<file path="config.mk">
export PLATFORM = sky130hd
export DESIGN_NAME = debounce_multi
export DESIGN_NICKNAME = d
export VERILOG_FILES = /design/src/rtl/debounce_multi.sv
export SDC_FILE = /design/constraint.sdc
export NUM_CORES = 1
export LEC_CHECK = 0
export BUFFER_PORTS_ARGS = -buffer_cell sky130_fd_sc_hd__buf_2
export CORE_MARGIN = 2
export CORE_UTILIZATION = 47
export CTS_CLUSTER_SIZE = 30
export DETAILED_ROUTE_END_ITERATION = 8
export SLEW_MARGIN = 30
export SYNTH_ARGS = -nofsm -noshare
export SYNTH_HDL_FRONTEND = slang
export SYNTH_SLANG_ARGS = --single-unit
export TNS_END_PERCENT = 20
</file>
<file path="constraint.sdc">
create_clock -name clk_i -period 2.3 [get_ports clk_i]
set_input_delay 0.23 -clock clk_i [delete_from_list [all_inputs] [get_ports clk_i]]
set_output_delay 0.23 -clock clk_i [all_outputs]
set_load 0.005 [all_outputs]
</file>
<file path="src/rtl/debounce_multi.sv">
// debounce_multi: C_CHANNELS independent push-button/switch debouncers.
// Each channel runs a four-state FSM (ZERO, Z2O, ONE, O2Z) with its own
// timer. A channel's output changes only after the sampled input has held
// the new level for C_TIMERLIM+1 consecutive clocks. Registered one-cycle
// rise/fall pulses accompany every accepted change, and evt_o ORs them all.
// Optional feature macro: DEBOUNCE_MULTI_SYNC_EN inserts a 2-flop
// synchroniser (reset to C_INITVAL) in front of every channel.
module debounce_multi #(
  parameter int                    C_CHANNELS = 4,
  parameter int                    C_CLK_FREQ = 100_000_000,
  parameter int                    C_DEB_FREQ = 1000,
  parameter logic [C_CHANNELS-1:0] C_INITVAL  = '0
) (
  input  logic                  clk_i,
  input  logic                  rst_ni,
  input  logic [C_CHANNELS-1:0] deb_in_i,
  output logic [C_CHANNELS-1:0] deb_out_o,
  output logic [C_CHANNELS-1:0] rise_o,
  output logic [C_CHANNELS-1:0] fall_o,
  output logic                  evt_o
);

  localparam int C_TIMERLIM = C_CLK_FREQ / C_DEB_FREQ;
  localparam int C_TW       = $clog2(C_TIMERLIM);
  localparam logic [C_TW-1:0] C_TMAX = C_TW'(C_TIMERLIM - 1);

  // Reject configurations that cannot work before any hardware is built.
  if (C_TIMERLIM < 2) begin : g_bad_timerlim
    $error("debounce_multi: C_CLK_FREQ/C_DEB_FREQ must be at least 2");
  end
  if (C_CHANNELS < 1 || C_CHANNELS > 32) begin : g_bad_channels
    $error("debounce_multi: C_CHANNELS must be in 1..32");
  end

  typedef enum logic [1:0] {
    ZERO = 2'b00,
    Z2O  = 2'b01,
    ONE  = 2'b11,
    O2Z  = 2'b10
  } state_t;

  logic [C_CHANNELS-1:0] s;

`ifdef DEBOUNCE_MULTI_SYNC_EN
  logic [C_CHANNELS-1:0] sync1_q, sync2_q;

  // Two-flop synchroniser, parked at the reset level so no false edge follows reset.
  always_ff @(posedge clk_i or negedge rst_ni) begin
    if (!rst_ni) begin
      sync1_q <= C_INITVAL;
      sync2_q <= C_INITVAL;
    end else begin
      // NOTE: non-blocking assignments let sync2_q take the old sync1_q, forming a real 2-stage chain.
      sync1_q <= deb_in_i;
      sync2_q <= sync1_q;
    end
  end

  assign s = sync2_q;
`else
  assign s = deb_in_i;
`endif

  for (genvar i = 0; i < C_CHANNELS; i++) begin : g_ch
    localparam state_t RST_STATE = C_INITVAL[i] ? ONE : ZERO;

    state_t          state_q, state_d;
    logic [C_TW-1:0] timer_q, timer_d;
    logic            rise_q, rise_d;
    logic            fall_q, fall_d;

    // Next-state, timer and pulse decode; s=0/1 reversal outranks timer expiry.
    always_comb begin
      // NOTE: every output gets a default first so no path leaves one unassigned (no latch).
      state_d = state_q;
      timer_d = '0;
      rise_d  = 1'b0;
      fall_d  = 1'b0;
      case (state_q)
        ZERO: begin
          if (s[i]) state_d = Z2O;
        end
        Z2O: begin
          if (!s[i]) begin
            state_d = ZERO;
          end else if (timer_q == C_TMAX) begin
            state_d = ONE;
            rise_d  = 1'b1;
          end else begin
            timer_d = timer_q + 1'b1;
          end
        end
        ONE: begin
          if (!s[i]) state_d = O2Z;
        end
        O2Z: begin
          if (s[i]) begin
            state_d = ONE;
          end else if (timer_q == C_TMAX) begin
            state_d = ZERO;
            fall_d  = 1'b1;
          end else begin
            timer_d = timer_q + 1'b1;
          end
        end
        default: state_d = RST_STATE;
      endcase
    end

    // State, timer and pulse registers; reset aborts any transition in progress.
    always_ff @(posedge clk_i or negedge rst_ni) begin
      if (!rst_ni) begin
        state_q <= RST_STATE;
        timer_q <= '0;
        rise_q  <= 1'b0;
        fall_q  <= 1'b0;
      end else begin
        state_q <= state_d;
        timer_q <= timer_d;
        rise_q  <= rise_d;
        fall_q  <= fall_d;
      end
    end

    // Level decoded straight from the state register, so it cannot glitch.
    assign deb_out_o[i] = (state_q == ONE) || (state_q == O2Z);
    assign rise_o[i]    = rise_q;
    assign fall_o[i]    = fall_q;
  end

  assign evt_o = |(rise_o | fall_o);

endmodule

</file>
---- Word level (Yosys, flattened, before mapping) ----
Index checks and enable logic that the tools add are counted.
storage, ports and cells
  register bits after elaboration ......... 84
  input bits .............................. 6
  word-level logic and storage cells ...... 130
cells by class
  bitwise gates (word level) .............. 1
  multiplexer cells ....................... 64
  reduce and logical (&&, ||, !) cells .... 13
  equality and inequality tests ........... 32
  add/sub/neg operators ................... 4
operator list
  operator               count
  $mux 17                12
  $pmux 17 s2            4
  $add 17x1->17 const B  4
  $eq 17x17->1 const B   4
  $mux 2                 24
  $pmux 2 s4             4
  $ne 3x3->1 const B     8
  $mux 1                 20
  $eq 2x2->1 const B     8
  $ne 2x2->1 const B     8
  $reduce_and 4->1       4
  $eq 2x1->1 const B     4
  $logic_not 2->1        4
  $logic_or 1x1->1       4
  $or 4x4->4             1
  $reduce_or 4->1        1

---- Depth between registers and ports, before layout ----
Gate-level depths: netlist of the first run.
  depth after elaboration ................. 4
  gate-level depth with buffers ........... 7
  mapped depth without buffers ............ 6

---- Worst setup path after synthesis of the first run ----
Ideal clock, no wire load.
  kind .................................... register to register
  from .................................... register g_ch[3].timer_q[0]
  to ...................................... register g_ch[3].state_q[1]
  path slack .............................. 0.545 ns
  cell stages (with the launch flop) ...... 6
  data arrival time ....................... 1.630 ns
  setup time .............................. 0.125 ns
  clock period less this slack ............ 1.755 ns
  path buffers ............................ 0
  path through ............................ dfrtp_1 > ha_1 > and4_1 > nand4_2 > a221o_1 > mux2_4
between the ends
  longest elaborated chain between the ends .. 3
  elaborated cells between the ends (all ways) .. 4
  classes of those cells .................. eq/ne: 3; reduce/logical: 1
ends and longest elaborated chain
  what                            RTL line  text
  start: declaration              68        logic [C_TW-1:0] timer_q, timer_d;
  start signal: assignment        119       timer_q <= timer_d;
  $eq 17x17->1 (*)                86, 99
  $ne 3x3->1 (no line)            -
  $reduce_and 4->1 (no line) (*)  -
  end signal: assignment          118       state_q <= state_d;
  end: declaration                67        state_t state_q, state_d;
Every way passes the cells marked *; elsewhere a longest branch is shown, timed or not.
A chain may end at the register's enable or synchronous reset.

---- Worst setup path after layout of the first run ----
Same ends and word-level chain as after synthesis.

==> results list, run 1 <==
- Of the post-synthesis cell area, the part taken by muxes is 0.0204.
- Worst hold path endpoint: g_ch[1].fall_q
- Diode count: 0
* Drt via density: approximately 5.2
* TritonCTS clock tree: done
- Of the cells placed in the final design, the portion with a size suffix greater than 1 is 0.114.
- DRT iter0 DRCs: 66
* Yosys warns: 0
- Weighted congestion reported at the end of routability-driven placement: around 0.81
- Reg-to-reg setup timing slack: 0.39 ns
- Core region area: approximately 9000 sq um
* Peak supply drop: about 0.7 mV
* H-tree depth: 3
- Sequential fraction of the synthesis area: 0.469
- Overall power consumption after layout is estimated at slightly below 0.004 W.
* Cell taking the most area after synthesis: sky130_fd_sc_hd__dfrtp_1
- The worst hold path passes through 2 cells.
- Largest fanout on the critical path: 4
* Detailed-route DRC error count: 0
- Worst setup timing slack at the placement stage: 0.421 ns
* # IOs: 19
- Static leakage: between 2 and 2.5 nW
- Of the total synthesized cell area, the portion taken by full adders, half adders and majority gates is 0.0642.
* DIE AREA: 10300 sq um
* Max Clock Freq: between 500 and 600 MHz
- Number of nets with antenna violations after routing: 0
- The first global-routing pass estimated around 14000 um of wire.
* Maximum number of pins on one net before global-route repair: between 40 and 50
* Post-placement cell count: between 500 and 600
* CP peak stage delay: a little over 0.4 ns
- Slew HR: 0.640
* Number of nets in the finished design: between 400 and 500
- Worst Setup Start Kind: flip-flop
- Summed negative setup slack over all endpoints: 0 ns
- Synthesized cell area: between 4000 and 5000 sq um
* Post-synth top area share: 0.469
- Avg Synthesized Cell Area: approximately 9.9 sq um
* Setup-violating endpoint count in the final report: 0
- After clock tree synthesis, the clock-pin slew on the worst setup and hold paths is roughly 0.090 ns.
* Min-delay src: deb_in_i[1]
* Post-route minimum period: 1.91 ns
* Post-Synth Simple-Gate Area: 0.256
* Number of clock buffers inserted by TritonCTS: 9
- Global router's overall resource usage: 0.172
* Most used DFF post-synth: sky130_fd_sc_hd__dfrtp_1
- Asr flop ratio synth: 1.00
- Power spread over the standard cell area amounts to between 700 and 800 nW/um^2.
- The worst path meets setup with 0.389 ns of slack.
- Number of standard cells after synthesis: 453
- Estimated wirelength of the detail-placed design: between 5000 and 6000 um
- For this run, global-route usage on met3 was measured as 0.0373.
* Total congestion overflow after global routing: 0
- At the end of the flow the core is filled with cells to 0.530.
- The clock passes through at most 2 buffers.
* RR Startpoint: g_ch[3].timer_q[0]
* Parity-gate share of the synthesized area counting xor and xnor cells: 0.115
* Top cells by area in the synthesized netlist: sky130_fd_sc_hd__dfrtp_1, sky130_fd_sc_hd__xnor2_1, sky130_fd_sc_hd__nor2_1
* Status: completed
- For this design, the sink count on the clock tree is 84.
- The tree is rooted in a sky130_fd_sc_hd__clkbuf_8.
- Number of standard cells in the layout, taps in and fillers out: between 600 and 700
- The initialized floorplan defines 35 standard-cell rows.
- FF+latch count, synth: 84
* Critical register-to-register path endpoint: g_ch[3].state_q[1]
- For this design, the slowest cell found on the critical path is sky130_fd_sc_hd__a221o_1.
- Final hold violation count: 0
- Setup repair after global routing left no endpoint under its margin.
- Number of flops mapped to enable cells by yosys: 0
- Count of TritonRoute iterations in the first routing pass: 4
- Counting every net in the synthesized netlist gives slightly below 500.
* GR Util met2: 0.273
- The area growth from synthesis to layout is 9.26%.
- The via count of the first global-routing pass is ~3.1k.
- The layer flagged by global routing as most heavily used is met2.
* Number of maximum-capacitance violations: 0
- On the final layout, the worst clock skew is about 0.011 ns.
- The number of antenna violations at the first check in global routing came to 0.
* Fill cell instance count of the final layout: between 800 and 900
- After synthesis, the largest family of logic cells by area is simple AND/OR/NAND/NOR gates.
- Counting distinct cell types in the post-synthesis netlist gives 41.
- In this run the tool buffered the top-level ports with 18 buffer cells.
- The critical path in this run is classified as flip-flop to flip-flop.
* Latest clock arrival within the worst-skew pair: approximately 0.35 ns
- Measured in cells, the most critical reg-to-reg path has a length of 5.
- For this block, the routed nets add up to about 8000 um of wire.
- The tightest min-delay check is of the primary input to flip-flop type.
- For this configuration, the core starts out at a cell density of 0.485.
- Most used standard cells in the synthesized netlist: sky130_fd_sc_hd__dfrtp_1, sky130_fd_sc_hd__nor2_1, sky130_fd_sc_hd__xnor2_1
- Tightest Pin Transition: 0.535 ns
* Height of the die: 102 um
- Count of instances resized after the clock tree is built: 0
- STA classifies the critical path endpoint as a flip-flop.
* Number of max-slew violations in the final report: 0
* GRT met1 Usage: 0.239
- For the worst setup path, the data arrival time is 2.14 ns.
- Floorplan die width: about 100 um
- Of the available clock period, the critical path in the final layout requires 0.831.
- Required time reported for the critical path endpoint: around 2.5 ns
* Vias after detailed routing: ~3.1k
- WL per Instance: roughly 13 um
- Most frequently used cell type in the post-synthesis netlist: sky130_fd_sc_hd__dfrtp_1
- Area fraction in compound gates after synthesis: 0.0299
- CP Cell Sequence: ha_1, and4_1, nand4_2, a221o_1, mux2_4
==> state kept, by name (all words and copies together), names as in the netlist <==
signal	count
g_ch.fall_q	4
g_ch.rise_q	4
g_ch.state_q	8
g_ch.timer_q	68
==> placed cells by master (no fill, tap or decap), drive strengths merged, types with 2 or more instances in the layout <==
cell    netlist  final
a21oi         9      9
a221o         3      3
and4          5      5
and4b         2      2
buf          14     23
bufinv        0      2
clkbuf        6     10
clkinv        0      2
dfrtp        84     84
ha           23     23
inv          22     23
mux2          3      3
mux2i         5      5
nand2        22     22
nand3        21     21
nand4        28     28
nor2         79     79
nor2b         3      3
nor3         15     15
nor3b         2      2
nor4         23     23
nor4b         4      4
nor4bb        2      2
o21ai         5      5
or2           6      6
xnor2        41     41
xor2         18     18
==> final cells by class <==
class | count | area (sq um) | share of cell area
multi-input combinational | 327 | 2180 | 0.444
clock inverter | 6 | 86.3 | 0.0176
sequential | 84 | 2100 | 0.429
clock buffer | 10 | 138 | 0.0281
timing repair buffer | 24 | 153 | 0.0312
tap | 129 | 161 | 0.0329
inverter | 22 | 82.6 | 0.0169
==> per-stage QoR <==
step | cell area [sq um] | hold slack [ns]
floorplan | 4480 | -0.0656
global placement | 4670 | 0.238
detailed placement | 4670 | 0.245
CTS | 4900 | 0.119
global route | 4900 | 0.125
finish | 4900 | 0.133
==> layer usage <==
metal	up-vias	wire (um)
li1	1582	-
met1	1504	3930
met2	34	3750
met3	11	192
met4	0	91
met5	-	0
==> where the power goes <==
part / total [W] / internal, W / switching (W)
clock: 0.00116 / 0.000641 / 0.000523
combinational: 0.00102 / 0.000435 / 0.000588
sequential: 0.00168 / 0.00159 / 0.0000929
==> worst max-delay path, delay by kind of cell, from the launching register on <==
kind            cells  cell delay, ns
compound gates      1            0.41
simple gates        2            0.47
fa+ha+maj           1            0.24
mux                 1            0.31
flops               1            0.38
==> how the worst max path moves through the flow <==
stage                                   from             endpoint  depth (start not counted)
after detailed placement  g_ch[3].timer_q[0]   g_ch[3].state_q[1]                          5
final                     g_ch[3].timer_q[0]   g_ch[3].state_q[1]                          5
after CTS                 g_ch[1].state_q[0]  g_ch[1].timer_q[10]                          6
after global routing      g_ch[1].state_q[0]   g_ch[1].timer_q[1]                          6
after global placement    g_ch[2].timer_q[0]   g_ch[2].state_q[1]                          5
after floorplan           g_ch[3].timer_q[0]   g_ch[3].state_q[1]                          5
==> what timing repair did <==
item                                   in CTS  in global routing
buffers inserted                            0                  0
setup endpoints to repair                   0                  0
hold buffers                                1                  0
endpoints found under the hold margin      38                  0
==> kinds of logic (layout without fill, tap and decap cells) <==
| kind of cell | Yosys count | count (layout) |
|---|---|---|
| AO/OA/AOI/OAI | 21 | 21 |
| buffers and inverters | 42 | 62 |
| adder cells (fa/ha/maj) | 23 | 23 |
| XOR/XNOR | 59 | 59 |
| multiplexers | 8 | 8 |
| flip-flops | 84 | 84 |
| AND/OR/NAND/NOR | 216 | 216 |
Note: power is estimated with default switching activity, not from simulation.
==> run 2: changes to the inputs <==
- PLACE_DENSITY: unset -> 0.66
- clock period: 2.3 -> 1.7 ns (I/O delays scaled with it)
==> results list, run 2 (synthesized netlist as in run 1, its figures left out) <==
* Global router's overall resource usage: 0.187 (+0.0143)
* Most common library cell in the layout ignoring fill and taps: sky130_fd_sc_hd__dfrtp_1
* Initial core utilization: 0.485 (unchanged)
* DRT iter0 DRCs: 144 (+120%)
- The total of fill cells in the finished design is 801 (-3.6%).
- Worst hold path endpoint: g_ch[1].fall_q
- The overall die width is 102 um (unchanged).
* Sink Count: 84 (unchanged)
- The HPWL reported at the end of detailed placement is 6160 um (+9.2%).
- The via count of the first global-routing pass was 3322 (+5.7%).
- The final number of max-transition violations is 0 (unchanged).
- The worst hold path begins at deb_in_i[1].
- Clock-pin slew on the worst setup and hold paths: 0.09 ns (about the same)
- Crit path DAT: 1.94 ns (-0.20 ns)
- The detailed-route DRC error count came to 0 (unchanged).
- Status: completed
- RR Startpoint: g_ch[2].timer_q[1]
- Biggest register: g_ch.timer_q
- The number of I/O pins was 19 (unchanged).
- Tracing the worst setup path back leads to its startpoint at g_ch[2].timer_q[1].
- The final RePlAce weighted congestion came to 0.864 (+6.1%).
- Clock tree skew after final layout: 0.0121 ns (+0.00143 ns)
- The via count of the routed design was 3408 (+8.8%).
- Total congestion overflow after global routing: 0 (unchanged)
- The max-capacitance violation count was 0 (unchanged).
- The site row count came to 35 (unchanged).
- Height of the die: 102 um (unchanged)
* IO Port Bufs: 18 (unchanged)
- The core area is 9240 sq um (unchanged).
* Share of final-layout standard cells stronger than drive strength 1: 0.264 (+0.149)
* Regs by FF count: g_ch.timer_q: 68 flops, g_ch.state_q: 8 flops
* Total routed wirelength: 8780 um (+10%)
- The final period utilization is 0.996 (+0.165).
- Leaving out fill and tap cells, the most frequent cells in the layout are sky130_fd_sc_hd__dfrtp_1, sky130_fd_sc_hd__nor2_1, sky130_fd_sc_hd__buf_4, sky130_fd_sc_hd__xnor2_1, sky130_fd_sc_hd__nand4_1.
* Critical path endpoint category: flip-flop
- Worst Hold Margin: 0.0573 ns (-0.0759 ns)
- Wire length of the first global-routing pass: 15200 um (+5.6%)
- The net total in the final layout came to 559 (+12%).
- Deepest clock path buffer count: 2 (unchanged)
- The root buffer cell chosen for the clock tree is sky130_fd_sc_hd__clkbuf_8.
- The number of endpoints failing setup at the final stage was 0 (unchanged).
- Antenna violations before repair: 0 (unchanged)
- The wire length per cell after detailed routing was 13.2 um (about the same).
* Path category of the worst min-delay check: primary input to flip-flop
- The non-filler instance count after layout came to 664 (+10%).
* Post-placement cell count: 636 (+8.7%)
* Depth of the most critical reg-to-reg path: 5 (unchanged)
- Static leakage: 2.33 nW (+15%)
* Count of TritonRoute iterations in the first routing pass: 5 (+1)
- H-tree depth: 3 (unchanged)
- The number of nets with antenna violations after routing was 0 (unchanged).
* Summed negative setup slack over all endpoints: 0 ns (unchanged)
* DIE AREA: 10300 sq um (unchanged)
- Worst Setup Start Kind: flip-flop
- Critical register-to-register path endpoint: g_ch[2].state_q[1]
* Final hold violation count: 0 (unchanged)
- Area added between synthesis and finish: 21.4%
* Slew HR: 0.705 (+0.0654)
- Peak supply drop: 0.662 mV (-3.6%)
* Diode count: 0 (unchanged)
* Number of clock buffers inserted by TritonCTS: 9 (unchanged)
- Maximum number of pins on one net before global-route repair: 44 (-6.4%)
- The power density over the cells was 972 nW/um^2 (+23%).
- Max Clock Freq: 590 MHz (+13%)
* Type of the worst setup path: flip-flop to flip-flop
- The highest net fanout along the worst path was 3 (-1).
* Required time reported for the critical path endpoint: 1.95 ns (-0.58 ns)
* RSZ-0062 raised after global routing: yes
- Flip-flop count of the largest register, all copies and words added: 68 (unchanged)
- The measured slew at the worst slew-check pin was 0.438 ns (-0.0965 ns).
- TritonCTS clock tree: done
* Drt via density: 5.13 (-1.3%)
- Reg-to-reg setup timing slack: 0.006 ns (-0.38 ns)
- Hold path depth: 2 (unchanged)
- Latest clock arrival within the worst-skew pair: 0.37 ns (+0.02 ns)
- The minimum clock period after layout came to 1.69 ns (-0.218 ns).
-- run 2: per-stage QoR --
step           power, W  utilization  instance area, sq um  worst slack, ns
2_1_floorplan   0.00331            -                  4490         -0.00300
3_3_place_gp    0.00377        0.550                  5080         -0.00692
3_5_place_dp    0.00384        0.550                  5080          -0.0359
4_1_cts         0.00518        0.572                  5290         -0.00912
5_1_grt         0.00566        0.589                  5440          -0.0938
6_report        0.00529        0.589                  5440          0.00633
-- run 2: critical path: stages (launching register included) --
cell                      delay, ns
sky130_fd_sc_hd__dfrtp_1       0.37
sky130_fd_sc_hd__ha_1          0.17
sky130_fd_sc_hd__and4_4        0.23
sky130_fd_sc_hd__nand4_1       0.10
sky130_fd_sc_hd__a221o_1       0.39
sky130_fd_sc_hd__mux2_4        0.30
-- run 2: final cells by class --
cell class | instances | area, sq um | share of cell area
clock buffer | 12 | 145 | 0.0267
clock inverter | 4 | 23.8 | 0.00437
timing repair buffer | 86 | 643 | 0.118
sequential | 84 | 2100 | 0.386
inverter | 22 | 82.6 | 0.0152
tap | 129 | 161 | 0.0296
multi-input combinational | 327 | 2280 | 0.420
-- run 2: metal layers --
| metal | wire (um) | share of wire | GRT usage | vias to the layer above |
|---|---|---|---|---|
| li1 | - | - | - | 1711 |
| met2 | 4050 | 0.46 | 0.291 | 44 |
| met5 | 0 | 0 | 0 | - |
| met4 | 130 | 0.015 | 0.0624 | 0 |
| met3 | 257 | 0.029 | 0.0455 | 10 |
| met1 | 4340 | 0.49 | 0.256 | 1643 |
-- run 2: where the power goes --
group / leakage [nW] / internal [W] / switching [W]
Combinational: 1.09 / 0.000825 / 0.000890
Sequential: 1.16 / 0.00215 / 0.000136
Clock: 0.0905 / 0.000570 / 0.000722
Total: 2.33 / 0.00354 / 0.00175
-- run 2: repair_timing --
action | 4_1_cts | 5_1_grt
endpoints found under the hold margin | 23 | 0
hold buffers | 1 | 0
gates resized for setup | 4 | 24
buffers inserted | 2 | 9
pin swaps | 1 | 8
setup endpoints to repair | 21 | 36
-- run 2: how the worst max path moves through the flow --
stage | end | slack, ns | depth (start not counted)
2_1_floorplan | g_ch[2].state_q[1] | -0.003 | 5
3_3_place_gp | g_ch[0].state_q[1] | -0.007 | 4
3_5_place_dp | g_ch[1].timer_q[8] | -0.04 | 6
4_1_cts | g_ch[3].state_q[1] | -0.009 | 4
5_1_grt | g_ch[2].state_q[1] | -0.09 | 5
6_report | g_ch[2].state_q[1] | 0.006 | 5
